## config.mk

```make
export PLATFORM = sky130hd
export DESIGN_NAME = alu_top_param
export DESIGN_NICKNAME = d
export VERILOG_FILES = /design/src/rtl/alu_pkg.sv /design/src/rtl/alu_top_param_pb_debounce.sv /design/src/rtl/alu_top_param.sv
export SDC_FILE = /design/constraint.sdc
export NUM_CORES = 1
export LEC_CHECK = 0
export BUFFER_PORTS_ARGS = -buffer_cell sky130_fd_sc_hd__buf_4
export CAP_MARGIN = 0
export CELL_PAD_IN_SITES_DETAIL_PLACEMENT = 0
export CELL_PAD_IN_SITES_GLOBAL_PLACEMENT = 1
export CORE_MARGIN = 2
export CORE_UTILIZATION = 46
export CTS_CLUSTER_DIAMETER = 30
export DETAILED_ROUTE_END_ITERATION = 12
export PLACE_DENSITY = 0.81
export SYNTH_ARGS = -nofsm -noshare
export SYNTH_HDL_FRONTEND = slang
export SYNTH_HIERARCHICAL = 1
export SYNTH_SLANG_ARGS = --single-unit
```

## constraint.sdc

```tcl
create_clock -name Clk -period 3.4 [get_ports Clk]
set_input_delay 0.51 -clock Clk [delete_from_list [all_inputs] [get_ports Clk]]
set_output_delay 0.51 -clock Clk [all_outputs]
set_load 0.01 [all_outputs]
```

## src/rtl/alu_pkg.sv

```systemverilog
// Shared definitions for the switch/button ALU: opcodes, display source select
// and the hex-to-seven-segment glyph table.
package alu_pkg;

    localparam logic [2:0] OP_CLR = 3'd0;
    localparam logic [2:0] OP_ADD = 3'd1;
    localparam logic [2:0] OP_SUB = 3'd2;
    localparam logic [2:0] OP_AND = 3'd3;
    localparam logic [2:0] OP_OR  = 3'd4;
    localparam logic [2:0] OP_XOR = 3'd5;
    localparam logic [2:0] OP_SHL = 3'd6;
    localparam logic [2:0] OP_SHR = 3'd7;

    typedef enum logic [1:0] {
        SHOW_A   = 2'd0,
        SHOW_B   = 2'd1,
        SHOW_RES = 2'd2
    } disp_sel_e;

    // Active-low segments, bit order {g,f,e,d,c,b,a}; b and d are lowercase glyphs.
    function automatic logic [6:0] hex2seg(input logic [3:0] n);
        logic [6:0] s;
        case (n)
            4'h0: s = 7'h40;
            4'h1: s = 7'h79;
            4'h2: s = 7'h24;
            4'h3: s = 7'h30;
            4'h4: s = 7'h19;
            4'h5: s = 7'h12;
            4'h6: s = 7'h02;
            4'h7: s = 7'h78;
            4'h8: s = 7'h00;
            4'h9: s = 7'h10;
            4'hA: s = 7'h08;
            4'hB: s = 7'h03;
            4'hC: s = 7'h46;
            4'hD: s = 7'h21;
            4'hE: s = 7'h06;
            default: s = 7'h0E;
        endcase
        return s;
    endfunction

endpackage

```

## src/rtl/alu_top_param_pb_debounce.sv

```systemverilog
// Push-button conditioner: 2-FF synchroniser, counting debouncer and a one-cycle
// strobe on the accepted rising level.
module pb_debounce #(
    parameter int DEBOUNCE_CYCLES = 16
) (
    input  logic i_clk,
    input  logic i_reset,
    input  logic i_raw,
    output logic o_strobe
);
    localparam int CW = $clog2(DEBOUNCE_CYCLES + 1);

    logic          r_s1, r_s2, r_db, r_stb;
    logic [CW-1:0] r_cnt;

    // The accepted level flips on the DEBOUNCE_CYCLES-th consecutive mismatch;
    // the strobe is registered alongside that flip so it lines up with it.
    always_ff @(posedge i_clk) begin
        if (i_reset) begin
            r_s1  <= 1'b0;
            r_s2  <= 1'b0;
            r_db  <= 1'b0;
            r_stb <= 1'b0;
            r_cnt <= '0;
        end else begin
            r_s1  <= i_raw;
            r_s2  <= r_s1;
            r_stb <= 1'b0;
            if (r_s2 == r_db) begin
                r_cnt <= '0;
            end else if (r_cnt == CW'(DEBOUNCE_CYCLES - 1)) begin
                r_db  <= r_s2;
                r_cnt <= '0;
                r_stb <= r_s2;
            end else begin
                r_cnt <= r_cnt + 1'b1;
            end
        end
    end

    assign o_strobe = r_stb;

endmodule

```

## src/rtl/alu_top_param.sv

```systemverilog
// Button/switch driven ALU: load A, B, execute an opcode, show A/B/result in hex
// on a multiplexed seven-segment display.
module alu_top_param
    import alu_pkg::*;
#(
    parameter int WIDTH           = 8,
    parameter int DIGITS          = 4,
    parameter int DEBOUNCE_CYCLES = 16,
    parameter int SCAN_DIV        = 4
) (
    input  logic              Clk,
    input  logic              reset,
    input  logic              pb_a,
    input  logic              pb_b,
    input  logic              pb_op,
    input  logic [WIDTH-1:0]  sw,
    output logic [WIDTH-1:0]  LED,
    output logic [3:0]        flags,
    output logic [DIGITS-1:0] AN_SEL,
    output logic [6:0]        seven_seg_out
);
    localparam int SW_W = (SCAN_DIV > 1) ? $clog2(SCAN_DIV) : 1;
    localparam int DG_W = (DIGITS > 1) ? $clog2(DIGITS) : 1;

    logic w_a_stb, w_b_stb, w_op_stb;

    pb_debounce #(.DEBOUNCE_CYCLES(DEBOUNCE_CYCLES)) u_db_a (
        .i_clk(Clk), .i_reset(reset), .i_raw(pb_a), .o_strobe(w_a_stb));
    pb_debounce #(.DEBOUNCE_CYCLES(DEBOUNCE_CYCLES)) u_db_b (
        .i_clk(Clk), .i_reset(reset), .i_raw(pb_b), .o_strobe(w_b_stb));
    pb_debounce #(.DEBOUNCE_CYCLES(DEBOUNCE_CYCLES)) u_db_op (
        .i_clk(Clk), .i_reset(reset), .i_raw(pb_op), .o_strobe(w_op_stb));

    logic [WIDTH-1:0] r_a, r_b, r_res;
    logic [2:0]       r_op;
    logic [3:0]       r_flags;
    disp_sel_e        r_sel;

    logic [2:0]       w_op;
    logic [WIDTH:0]   w_sum, w_dif;
    logic [WIDTH-1:0] w_res;
    logic             w_c, w_v;

    // The opcode being latched this cycle is bypassed so the result lands one
    // cycle after the strobe.
    always_comb begin
        w_op  = w_op_stb ? sw[2:0] : r_op;
        w_sum = {1'b0, r_a} + {1'b0, r_b};
        w_dif = {1'b0, r_a} - {1'b0, r_b};
        w_res = '0;
        w_c   = 1'b0;
        w_v   = 1'b0;
        case (w_op)
            OP_ADD: begin
                w_res = w_sum[WIDTH-1:0];
                w_c   = w_sum[WIDTH];
                w_v   = (r_a[WIDTH-1] == r_b[WIDTH-1]) && (w_sum[WIDTH-1] != r_a[WIDTH-1]);
            end
            OP_SUB: begin
                w_res = w_dif[WIDTH-1:0];
                w_c   = w_dif[WIDTH];
                w_v   = (r_a[WIDTH-1] != r_b[WIDTH-1]) && (w_dif[WIDTH-1] != r_a[WIDTH-1]);
            end
            OP_AND: w_res = r_a & r_b;
            OP_OR:  w_res = r_a | r_b;
            OP_XOR: w_res = r_a ^ r_b;
            OP_SHL: {w_c, w_res} = {r_a, 1'b0};
            OP_SHR: begin
                w_res = {1'b0, r_a[WIDTH-1:1]};
                w_c   = r_a[0];
            end
            default: w_res = '0;
        endcase
    end

    always_ff @(posedge Clk) begin
        if (reset) begin
            r_a     <= '0;
            r_b     <= '0;
            r_op    <= OP_CLR;
            r_res   <= '0;
            r_flags <= '0;
            r_sel   <= SHOW_RES;
        end else if (w_a_stb) begin
            r_a   <= sw;
            r_sel <= SHOW_A;
        end else if (w_b_stb) begin
            r_b   <= sw;
            r_sel <= SHOW_B;
        end else if (w_op_stb) begin
            r_op    <= sw[2:0];
            r_res   <= w_res;
            r_flags <= {w_c, (w_res == '0), w_res[WIDTH-1], w_v};
            r_sel   <= SHOW_RES;
        end
    end

    assign LED   = r_res;
    assign flags = r_flags;

    logic [4*DIGITS-1:0] w_ext;
    logic [3:0]          w_nib;
    logic [DIGITS-1:0]   w_an;
    logic [SW_W-1:0]     r_scan;
    logic [DG_W-1:0]     r_dig;
    logic [DIGITS-1:0]   r_an;
    logic [6:0]          r_seg;

    always_comb begin
        w_ext = '0;
        case (r_sel)
            SHOW_A:  w_ext[WIDTH-1:0] = r_a;
            SHOW_B:  w_ext[WIDTH-1:0] = r_b;
            default: w_ext[WIDTH-1:0] = r_res;
        endcase
        w_nib = 4'h0;
        w_an  = '1;
        for (int i = 0; i < DIGITS; i++) begin
            if (r_dig == DG_W'(i)) begin
                w_nib   = w_ext[i*4 +: 4];
                w_an[i] = 1'b0;
            end
        end
    end

    // Anode and segments are both registered from r_dig, so they always agree.
    always_ff @(posedge Clk) begin
        if (reset) begin
            r_scan <= '0;
            r_dig  <= '0;
            r_an   <= '1;
            r_seg  <= 7'h7F;
        end else begin
            r_an  <= w_an;
            r_seg <= hex2seg(w_nib);
            if (r_scan == SW_W'(SCAN_DIV - 1)) begin
                r_scan <= '0;
                r_dig  <= (r_dig == DG_W'(DIGITS - 1)) ? '0 : r_dig + 1'b1;
            end else begin
                r_scan <= r_scan + 1'b1;
            end
        end
    end

    assign AN_SEL        = r_an;
    assign seven_seg_out = r_seg;

endmodule

```

==> results.md <==
- number of synthesized register bits: 74
- first-pass GRT wire length: 17,780 um
- Cell Area, Synth: 0.004498 mm2
- layout cells sized above 1: 0.1504
- largest cells by area after synthesis: sky130_fd_sc_hd__dfxtp_1, sky130_fd_sc_hd__ha_1, sky130_fd_sc_hd__mux2i_1
- largest clock skew in the final design: 0.01654 ns
- Setup TNS Final: 0 ns
- min Tclk post-route: 2.933 ns
- global-route congestion overflow total: 0
- placed wire-length estimate: 7902 um
- number of buffers created by CTS: 9
- total power density per cell area: 332.9 mW/mm2
- ANT cells: 0
- Pre-Repair DR Iteration Count: 5
- largest net degree at the start of global routing: 56
- GR Layer Usage met3: 0.04136
- category of the worst setup path launch point: flip-flop
- Unique masters post-synth: 69
- starting density of the core: 0.4666
- buffers added on ports: 35
- drt via density: 5.618
- post-detailed-route DRC marker count: 0
- Die Footprint: 0.01059 mm2
- endpoint class of the critical path: flip-flop
- Finish-stage setup viols: 0
- Boundary Pins: 36
- final core utilization: 0.5201
- average cell area after synthesis: 8.617 um2
- Worst EP arrival: 3.24 ns
- worst-case clock buffer depth: 2
- Core Box Area: 0.009639 mm2
- Leakage: 0.001951 uW
- Final Wtd Congestion: 0.9248
- post-route antenna net violation count: 0
- count of warnings emitted by yosys: 6
- class of the worst hold path: in -> reg
- final-report max-slew violation count: 0
- WL/cell: 15.97 um
- filler instances: 959
- Final Power: 1669 uW
- most numerous cell types in the synthesized netlist: sky130_fd_sc_hd__dfxtp_1, sky130_fd_sc_hd__nor2_1, sky130_fd_sc_hd__nand2_1
- DIE HEIGHT: 102.9 um
- die width: 102.9 um
- number of hold violations in the final report: 0
- number of nets produced by synthesis: 579
- tightest slew margin relative to the limit: 0.4391
- clock latency on the worst-skew pair: 0.36 ns
- post-synthesis sequential area ratio: 0.3293
- Num Clock Sinks: 74
- clock transition at the register clock pins on the worst setup and hold paths after CTS: 0.09 ns
- final-stage net count: 604
- most used standard cell by instance count after synthesis: sky130_fd_sc_hd__dfxtp_1
- post-CTS setup-driven buffer insertion count: 0
- hold-fix buffers at CTS: 0
- post-cts resize count: 0
- Vias: 3,848
- timing-limited maximum frequency: 340.9 MHz
- register area: 0.001481 mm2
- cell taking the most area after synthesis: sky130_fd_sc_hd__dfxtp_1
- post-synthesis async set-or-reset flop share: 0
- via count of the first global-routing pass: 3,566
- peak supply drop: 236.9 uV
- H-tree lvl count: 3
- M2 GR Usage: 0.3526
- most congested layer reported by global routing: met2
- Tot GR Track Use: 0.2194
- drt initial violations: 220
- maximum fanout count along the critical path: 5
- transition time at the pin with the least slew margin: 0.8396 ns
- final wirelength: 10,940 um
- final cycle utilization of the critical path: 0.8627
- CTS tree: yes
- critical path start-end classification: reg -> reg
- required time worst endpoint: 3.71 ns
- met1 track demand over resource: 0.2947
- total number of placement rows: 36
- outcome: finished, final reports clean
- share of the synthesized area in the top cell type: 0.3293
- EDFF count, synth: 0
- number of antenna violations at the first check in global routing: 0
- count of mapped cells out of synthesis: 522
- Clock Root Buffer: sky130_fd_sc_hd__clkbuf_8
- most instantiated flip-flop cell in the synthesis netlist: sky130_fd_sc_hd__dfxtp_1
- setup repair after global routing missed its margin: no
- number of violations of the max-capacitance limit: 0
- Synth-to-Final Area Change: 11.46%
- multi-input logic area: 0.002716 mm2
-- cells by family (layout without fill, tap and decap cells) --
group,Yosys count,after routing,share of synthesized area
flops,74,74,0.3293
xor+xnor,12,12,0.02337
compound gates,117,117,0.1794
buf+inv,64,94,0.06676
simple gates,178,178,0.1939
fa+ha+maj,44,44,0.1257
mux,33,33,0.08150
-- registers in the layout, summed over array words and instances (netlist names), 2 cells and up --
signal / cells
r_dig: 2
AN_SEL: 4
u_db_op/r_cnt: 5
LED: 7
r_b: 8
u_db_b/r_cnt: 5
r_sel: 2
r_scan: 2
seven_seg_out: 7
u_db_a/r_cnt: 5
r_a: 8
r_op: 3
flags: 4
-- worst max-delay path, cell delays in order (launching register included) --
cell and delay, ns:
sky130_fd_sc_hd__dfxtp_1 0.39, sky130_fd_sc_hd__inv_1 0.13, sky130_fd_sc_hd__ha_1 0.21, sky130_fd_sc_hd__inv_1 0.07, sky130_fd_sc_hd__fa_1 0.41, sky130_fd_sc_hd__nor3b_1 0.16
sky130_fd_sc_hd__nor3_1 0.39, sky130_fd_sc_hd__o22ai_1 0.15, sky130_fd_sc_hd__a22oi_1 0.15, sky130_fd_sc_hd__o211ai_1 0.16, sky130_fd_sc_hd__nor4_1 0.43, sky130_fd_sc_hd__a41o_1 0.23
-- path summary, 6_finish.rpt --
kind | slack, ns | start | depth (start not counted) | to
hold / removal | 0.35 | pb_a | 2 | u_db_a/r_s1
hold reg to reg | 0.44 | r_scan[0] | 1 | r_scan[0]
setup reg to reg | 0.47 | r_a[0] | 11 | flags[2]
setup / recovery | 0.47 | r_a[0] | 11 | flags[2]
-- stage by stage --
stage          area, um2  cells  hold slack (ns)  setup WS, ns
2_1_floorplan       4498    522           0.4043        0.9980
3_3_place_gp        4807    669           0.4130        0.6246
3_5_place_dp        4807    669           0.4219        0.5616
4_1_cts             5014    685           0.3358        0.5393
5_1_grt             5014    685           0.3428        0.3202
6_report            5014    685           0.3537        0.4668
-- layer usage --
| metal | vias to the layer above | wire (um) |
|---|---|---|
| met5 | - | 0 |
| met3 | 20 | 573 |
| met1 | 1817 | 5064 |
| li1 | 1887 | - |
| met4 | 0 | 250 |
| met2 | 124 | 5053 |
-- final cells by class --
type,count,area share
multi-input cells,384,0.5418
well taps,133,0.03319
inverters,38,0.02845
clock buffers,9,0.02471
clock inverters,7,0.01647
repair buffers,40,0.05990
flip-flops and latches,74,0.2955
-- where the power goes --
| group | switching, uW | internal, uW |
|---|---|---|
| clock | 370 | 352 |
| sequential | 5.95 | 880 |
| combinational | 32.9 | 28.6 |
-- cell usage in the layout (no fill, tap or decap), types with 4 or more instances in the layout --
master / instances
sky130_fd_sc_hd__nand2b_1: 4
sky130_fd_sc_hd__o31ai_1: 6
sky130_fd_sc_hd__nor2_1: 59
sky130_fd_sc_hd__o21ai_0: 25
sky130_fd_sc_hd__a31oi_1: 7
sky130_fd_sc_hd__and3_1: 8
sky130_fd_sc_hd__mux2_2: 4
sky130_fd_sc_hd__nor3_1: 10
sky130_fd_sc_hd__nand3_1: 13
sky130_fd_sc_hd__a211oi_1: 9
sky130_fd_sc_hd__o211ai_1: 4
sky130_fd_sc_hd__mux2i_1: 24
sky130_fd_sc_hd__dfxtp_1: 74
sky130_fd_sc_hd__ha_1: 42
sky130_fd_sc_hd__a21oi_1: 28
sky130_fd_sc_hd__clkbuf_8: 9
sky130_fd_sc_hd__buf_4: 40
sky130_fd_sc_hd__xnor2_1: 9
sky130_fd_sc_hd__nand2_1: 49
sky130_fd_sc_hd__nor2b_1: 8
sky130_fd_sc_hd__inv_1: 37
sky130_fd_sc_hd__nor3b_1: 4
Note: power is estimated with default switching activity, not from simulation.
